<file path="config.mk">
export PLATFORM = sky130hd
export DESIGN_NAME = avalon_burst_master
export DESIGN_NICKNAME = d
export VERILOG_FILES = /design/src/rtl/avalon_burst_master.sv
export SDC_FILE = /design/constraint.sdc
export NUM_CORES = 1
export LEC_CHECK = 0
export BUFFER_PORTS_ARGS = -buffer_cell sky130_fd_sc_hd__buf_2
export CORE_UTILIZATION = 52
export CTS_CLUSTER_SIZE = 24
export DETAILED_ROUTE_END_ITERATION = 8
export PLACE_DENSITY = 0.83
export SKIP_LAST_GASP = 1
export SLEW_MARGIN = 30
export SYNTH_ARGS = -nofsm -noshare
export SYNTH_HDL_FRONTEND = slang
export SYNTH_SLANG_ARGS = --single-unit
</file>
<file path="constraint.sdc">
create_clock -name clk -period 5.3 [get_ports clk]
set_input_delay 0 -clock clk [delete_from_list [all_inputs] [get_ports clk]]
set_output_delay 0 -clock clk [all_outputs]
set_load 0.01 [all_outputs]
</file>
<file path="src/rtl/avalon_burst_master.sv">
// Avalon-MM burst master: splits a (direction, byte address, word length) command into
// bursts of at most MAX_BURST words, fed from a write stream or draining into a read stream.
module avalon_burst_master #(
    parameter int DATA_BYTES   = 4,
    parameter int BURSTCOUNT_W = 6,
    parameter int ADDR_W       = 32,
    parameter int LEN_W        = 16
) (
    input  logic                    clk,
    input  logic                    reset,
    input  logic                    cmd_valid,
    output logic                    cmd_ready,
    input  logic                    cmd_write,
    input  logic [ADDR_W-1:0]       cmd_address,
    input  logic [LEN_W-1:0]        cmd_length,
    input  logic [8*DATA_BYTES-1:0] wr_data,
    input  logic                    wr_valid,
    output logic                    wr_ready,
    output logic [8*DATA_BYTES-1:0] rd_data,
    output logic                    rd_valid,
    output logic                    busy,
    output logic                    done,
    output logic [ADDR_W-1:0]       address,
    output logic [DATA_BYTES-1:0]   byteenable,
    output logic                    read,
    output logic                    write,
    output logic [8*DATA_BYTES-1:0] writedata,
    output logic [BURSTCOUNT_W-1:0] burstcount,
    input  logic [8*DATA_BYTES-1:0] readdata,
    input  logic                    readdatavalid,
    input  logic                    waitrequest
);

    localparam int MAX_BURST = 2**(BURSTCOUNT_W-1);

    typedef enum logic [2:0] {IDLE, WR_BURST, RD_CMD, RD_DATA, DONE} state_t;

    state_t                  state;
    logic [LEN_W-1:0]        rem;       // words left once the current burst completes
    logic [BURSTCOUNT_W-1:0] beat_cnt;
    logic                    wr_beat;
    logic                    last_beat;

    function automatic logic [BURSTCOUNT_W-1:0] burst_len(input logic [LEN_W-1:0] words);
        if (words >= LEN_W'(MAX_BURST))
            return BURSTCOUNT_W'(MAX_BURST);
        return BURSTCOUNT_W'(words);
    endfunction

    function automatic logic [ADDR_W-1:0] next_base(input logic [ADDR_W-1:0]       base,
                                                    input logic [BURSTCOUNT_W-1:0] words);
        return base + ADDR_W'(words) * ADDR_W'(DATA_BYTES);
    endfunction

    // Write side is a straight pass-through of the stream; only the burst header is registered.
    assign write      = (state == WR_BURST) && wr_valid;
    assign wr_ready   = (state == WR_BURST) && !waitrequest;
    assign writedata  = wr_data;
    assign byteenable = '1;
    assign wr_beat    = write && !waitrequest;
    assign last_beat  = (beat_cnt == burstcount - BURSTCOUNT_W'(1));

    always_ff @(posedge clk or posedge reset) begin
        if (reset) begin
            state      <= IDLE;
            cmd_ready  <= 1'b1;
            busy       <= 1'b0;
            done       <= 1'b0;
            read       <= 1'b0;
            address    <= '0;
            burstcount <= '0;
            rem        <= '0;
            beat_cnt   <= '0;
            rd_data    <= '0;
            rd_valid   <= 1'b0;
        end else begin
            done     <= 1'b0;
            rd_valid <= 1'b0;
            case (state)
                IDLE: begin
                    if (cmd_valid) begin
                        cmd_ready  <= 1'b0;
                        busy       <= 1'b1;
                        address    <= cmd_address;
                        beat_cnt   <= '0;
                        burstcount <= burst_len(cmd_length);
                        rem        <= cmd_length - LEN_W'(burst_len(cmd_length));
                        if (cmd_length == '0) begin
                            state <= DONE;
                            done  <= 1'b1;
                        end else if (cmd_write) begin
                            state <= WR_BURST;
                        end else begin
                            state <= RD_CMD;
                            read  <= 1'b1;
                        end
                    end
                end

                WR_BURST: begin
                    if (wr_beat) begin
                        if (last_beat) begin
                            beat_cnt <= '0;
                            address  <= next_base(address, burstcount);
                            if (rem != '0) begin
                                burstcount <= burst_len(rem);
                                rem        <= rem - LEN_W'(burst_len(rem));
                            end else begin
                                state <= DONE;
                                done  <= 1'b1;
                            end
                        end else begin
                            beat_cnt <= beat_cnt + BURSTCOUNT_W'(1);
                        end
                    end
                end

                RD_CMD: begin
                    if (!waitrequest) begin
                        read  <= 1'b0;
                        state <= RD_DATA;
                    end
                end

                // Next read request waits until every beat of this burst has returned.
                RD_DATA: begin
                    if (readdatavalid) begin
                        rd_data  <= readdata;
                        rd_valid <= 1'b1;
                        if (last_beat) begin
                            beat_cnt <= '0;
                            address  <= next_base(address, burstcount);
                            if (rem != '0) begin
                                burstcount <= burst_len(rem);
                                rem        <= rem - LEN_W'(burst_len(rem));
                                read       <= 1'b1;
                                state      <= RD_CMD;
                            end else begin
                                state <= DONE;
                                done  <= 1'b1;
                            end
                        end else begin
                            beat_cnt <= beat_cnt + BURSTCOUNT_W'(1);
                        end
                    end
                end

                DONE: begin
                    state     <= IDLE;
                    busy      <= 1'b0;
                    cmd_ready <= 1'b1;
                end

                default: state <= IDLE;
            endcase
        end
    end

endmodule

</file>
; ---- After elaboration in Yosys (flattened, before gate mapping)
; Index checks and enable logic that the tools add are counted.
[totals]
reg_bits = 100
input_bits = 119
wordCells = 127
[classes]
add_sub_neg = 6
order_cmp = 2
eq_ne = 16
mux = 76
n_reduce_logical = 16
[ops]
columns = operator, n
row1 = 2-to-1 mux 32 bit, 4
row2 = 2-to-1 mux 6 bit, 19
row3 = 2-to-1 mux 16 bit, 7
row4 = case mux 32 bit (3 select lines), 1
row5 = case mux 16 bit (3 select lines), 1
row6 = subtractor 16 x 6 -> 16 bit, 3
row7 = case mux 6 bit (3 select lines), 2
row8 = adder 32 x 8 -> 32 bit, 1
row9 = "greater-or-equal comparator 16 x 6 -> 1 bit, second input constant", 2
row10 = 2-to-1 mux 1 bit, 27
row11 = 2-to-1 mux 3 bit, 9
row12 = "!= test 2 bit, second input constant", 10
row13 = logical NOT 16 bit, 1
row14 = AND reduction 8 bit, 2
row15 = nonzero test 16 bit, 1
row16 = case mux 3 bit (4 select lines), 1
row17 = AND reduction 7 bit, 1
row18 = "adder 6 x 1 -> 6 bit, second input constant", 1
row19 = "== test 3 x 2 -> 1 bit, second input constant", 2
row20 = == test 6 bit, 1
row21 = case mux 1 bit (3 select lines), 2
row22 = nonzero test 3 bit, 2
row23 = "subtractor 6 x 1 -> 6 bit, second input constant", 1
row24 = case mux 1 bit (2 select lines), 2
row25 = other kinds (10), 13

; ---- Longest topological paths before layout
[logic_depth]
ltp_word = 16
ltp_mapped = 12
mapped_depth_nobuf = 10

; ---- Worst setup path after synthesis
; No wires, ideal clock.
[synth_timing]
kind = register to register
startpoint = register burstcount[0]
endpoint = register address[18]
setup_ps = 122
t_arrival_ps = 2378
setup_slack_ps = 2801
path_stages_with_launch = 10
path_buffers = 0
path_cell_list = dfrtp_1 > ha_1 > inv_1 > fa_1 > nor2b_1 > o31ai_1 > a21oi_1 > nand3_1 > or2_2 > a32o_1
[synth_via]
elab_chain_len = 5
[synth_lines]
columns = element, line
row1 = "start, declared", 28  ; output logic [BURSTCOUNT_W-1:0] burstcount,
row2 = "start signal, assigned", 86  ; burstcount <= burst_len(cmd_length);
row3 = "start signal, assigned", 106  ; burstcount <= burst_len(rem);
row4 = "start signal, assigned", 134  ; burstcount <= burst_len(rem);
row5 = "parallel branches: the longest is 2 deep, another holds adder 32 x 8 -> 32 bit", -
row6 = 2-to-1 mux 32 bit (*), "102, 130"
row7 = "2-to-1 mux 32 bit, on equally long branches", "127, 101"
row8 = case mux 32 bit (3 select lines) (*), 79  ; case (state)
row9 = "end signal, assigned", 84  ; address <= cmd_address;
row10 = "end signal, assigned", 104  ; address <= next_base(address, burstcount);
row11 = "end signal, assigned", 132  ; address <= next_base(address, burstcount);
row12 = "end, declared", 23  ; output logic [ADDR_W-1:0] address,
; Every way passes the cells marked *. The select of a mux whose other input is x is not followed.
; A chain may end at the register's enable or synchronous reset.

; ---- Worst setup path after layout
[layout_timing]
startpoint = register state[2]
endpoint = register burstcount[3]
[layout_via]
elab_chain_len = 5
[layout_lines]
columns = element, line
row1 = "start, declared", 38  ; state_t state;
row2 = "start signal, assigned", 65  ; state <= IDLE;
row3 = "start signal, assigned", 89  ; state <= DONE;
row4 = "start signal, assigned", 92  ; state <= WR_BURST;
row5 = == test 3 x 1 -> 1 bit, "56, 79"
row6 = logical AND 1 bit, 56  ; assign write = (state == WR_BURST) && wr_valid;
row7 = logical AND 1 bit, 60  ; assign wr_beat = write && !waitrequest;
row8 = != test 2 bit (no line), -
row9 = AND reduction 8 bit (no line), -
; Parallel ways exist; a longest one is shown, timed or not.

==> results.json <==
{
  "die_h_um": 113,
  "synth_most_common_cell": "dfrtp_1",
  "crit_type": "reg -> reg",
  "cp.arrival_ns": 3.60,
  "clk_pin_slew_ns": 0.07,
  "p_leak_uw": 0.00347,
  "rsz0062_at_grt": "false",
  "design.core.area_um2": 12000,
  "finalCritPeriodShare": 0.634,
  "drc": 0,
  "place.gp.congestion": 0.874,
  "final_antenna_net_count": 0,
  "final.setup_skew_ns": 0.00794,
  "grt_pass1_vias": 5991,
  "route.met3.wl_mm": 1.65,
  "ctsHoldBuffers": 57,
  "grt_max_degree": 67,
  "overflow": 0,
  "ios": 232,
  "critical_path_required_ns": 5.54,
  "cp_cell_sequence": "nand2b_2 > buf_4 > a21o_1 > nand2_1 > nand3_1 > o21ai_0 > buf_4 > mux2_2",
  "row_count": 40,
  "path_max_fanout": 53,
  "synth_area_leaders": "dfrtp_1 (39%), mux2_2 (7.2%), buf_4 (4.4%), nand2_1 (4.0%), nor2_1 (2.4%)",
  "critPathTopFamily": "simple AND/OR/NAND/NOR gates",
  "antenna_found_initial": 0,
  "synth_cell_types": 86,
  "clk_latency_ns": 0.36,
  "grt_pass1_wl_mm": 30.6,
  "cts_sinks": 100,
  "grt_use_total": 0.308,
  "mappedNetlistArea_um2": 6380,
  "cts_max_path_buffers": 2,
  "cts_max_level": 3,
  "vdd_drop_max_v": 0.000301,
  "dpl-instance-area_um2": 7050,
  "die_w_um": 113,
  "routed_wl_mm": 19.1,
  "vias": 6219,
  "synth-edff-count": 0,
  "drt-met1-wl_mm": 7.75,
  "cts_root_buf": "clkbuf_16",
  "synth_top_area_frac": 0.388,
  "dieArea_um2": 12700,
  "outcome": "finished, final reports clean",
  "fin_crit_ns": 3.36,
  "highest_layer": "met4",
  "final_max_slew_viol_count": 0,
  "wl_met2_mm": 9.21,
  "slowest_stage": "dfrtp_1",
  "drv_cap": 0,
  "fin_tns_setup_ns": 0,
  "holdCritPathClass": "in -> out",
  "n_antenna_cell": 0,
  "power.density_nw_per_um2": 413,
  "numCtsBuffers": 9,
  "critPathLaunchType": "flop",
  "place_hpwl_mm": 12.8,
  "fin_nets": 976,
  "finalInstanceArea_um2": 7960,
  "synth_seq_cells": 100,
  "drt_iter0_drc": 494,
  "slowest_delay_ns": 0.53,
  "async_reset_ff_frac": 1.00,
  "tightest_slew_ns": 0.954,
  "port_buffers": 163,
  "setup_violations": 0,
  "slew_headroom": 0.363,
  "max_freq_ghz": 0.298,
  "yosys_warnings": 0,
  "netlist_instances": 671,
  "crit_buf_inv": 2,
  "hold_violations": 0,
  "initial_core_util": 0.533,
  "hold_ws_ns": 0.00000368,
  "seq_area_frac_synth": 0.392,
  "crit_top_cell": "buf_4",
  "power_uw": 3290,
  "wire_per_inst_um": 19.1,
  "cts_tree": "yes",
  "cts_resized": 0,
  "dr.pass1.iters": 7,
  "synth_common_cells": "dfrtp_1 (99), nand2_1 (68), mux2_2 (41)",
  "post_cts_buffers": 0,
  "syn_avg_cell_area_um2": 9.51,
  "final_layout_size_suffix_gt1_frac": 0.309,
  "critPathCaptureType": "flop",
  "synth_ff_type": "dfrtp_1",
  "areaGrowthSynthToFinish_pct": 24.7,
  "routed_via_density": 6.23,
  "yosys.area.top_type": "dfrtp_1"
}
[sequential cells by signal (all words and copies together) (netlist names)]
| signal | cells |
|---|---|
| rem | 16 |
| read | 1 |
| rd_valid | 1 |
| state | 3 |
| burstcount | 6 |
| done | 1 |
| busy | 1 |
| cmd_ready | 1 |
| beat_cnt | 6 |
| rd_data | 32 |
| address | 32 |
[per-layer routing]
metal | vias up | global-route usage
li1 | 2824 | -
met1 | 3003 | 0.392
met4 | 0 | 0.110
met3 | 50 | 0.0766
met2 | 342 | 0.511
met5 | - | 0
[cell usage in the layout, fill, tap and decap left out, drive strengths merged, types with 13 or more instances in the layout]
cell type	instances
and3	14
nand3	27
a21oi	28
nor3	21
o21ai	25
nor2	43
o211ai	13
inv	16
buf	171
nand2	69
dfrtp	99
mux2	45
dlygate4sd3	57
[cell type report]
cell class	instances	area (um^2)
clock buffers	9	225
clock inverters	7	82.6
fillers	914	4010
inverters	13	51.3
multi-input cells	494	3440
flip-flops and latches	100	2500
well taps	147	184
repair buffers	228	1470
[worst reg2reg max path: stages (launching register included)]
cell	delay [ns]
dfrtp_1	0.53
nand2b_2	0.24
buf_4	0.32
a21o_1	0.28
nand2_1	0.35
nand3_1	0.46
o21ai_0	0.46
buf_4	0.26
mux2_2	0.35
[final timing paths]
kind,from,end,slack (ns),cells past startpoint
worst max-delay path,state[2],burstcount[3],1.94,8
worst min-delay path,wr_data[29],writedata[29],0.000004,0
worst max register to register,state[2],burstcount[3],1.94,8
worst min register to register,read,read,0.49,1
max in group asynchronous,reset,cmd_ready,4.04,5
min in group asynchronous,reset,rd_data[25],0.21,3
[cell families (layout without fill, tap and decap cells)]
group	Yosys count	after routing	share of synthesized area
and+or+nand+nor	245	245	0.201
AOI/OAI and AO/OA	166	166	0.196
DFF	100	100	0.392
buffers and inverters	81	257	0.0727
muxes	49	49	0.0875
xor gates and xnor gates	17	17	0.0257
adders and majority gates	11	11	0.0227
other	2	6	0.00118
[report_power, final]
| group | internal (uW) | leakage, uW | total [uW] | switching (uW) |
|---|---|---|---|---|
| Sequential | 975 | 0.00119 | 1210 | 236 |
| Combinational | 615 | 0.00214 | 1370 | 759 |
| Clock | 375 | 0.000150 | 700 | 325 |
| Total | 1970 | 0.00347 | 3290 | 1320 |
[stage by stage]
| stage | std cells | setup slack [ns] | util |
|---|---|---|---|
| finish | 998 | 1.94 | 0.665 |
| global route | 998 | 1.76 | 0.665 |
| CTS | 997 | 2.03 | 0.663 |
| detailed placement | 924 | 2.04 | 0.589 |
| global placement | 924 | 2.14 | 0.589 |
| floorplan | 675 | 2.68 | - |
Power figures use the tool's default switching activity.
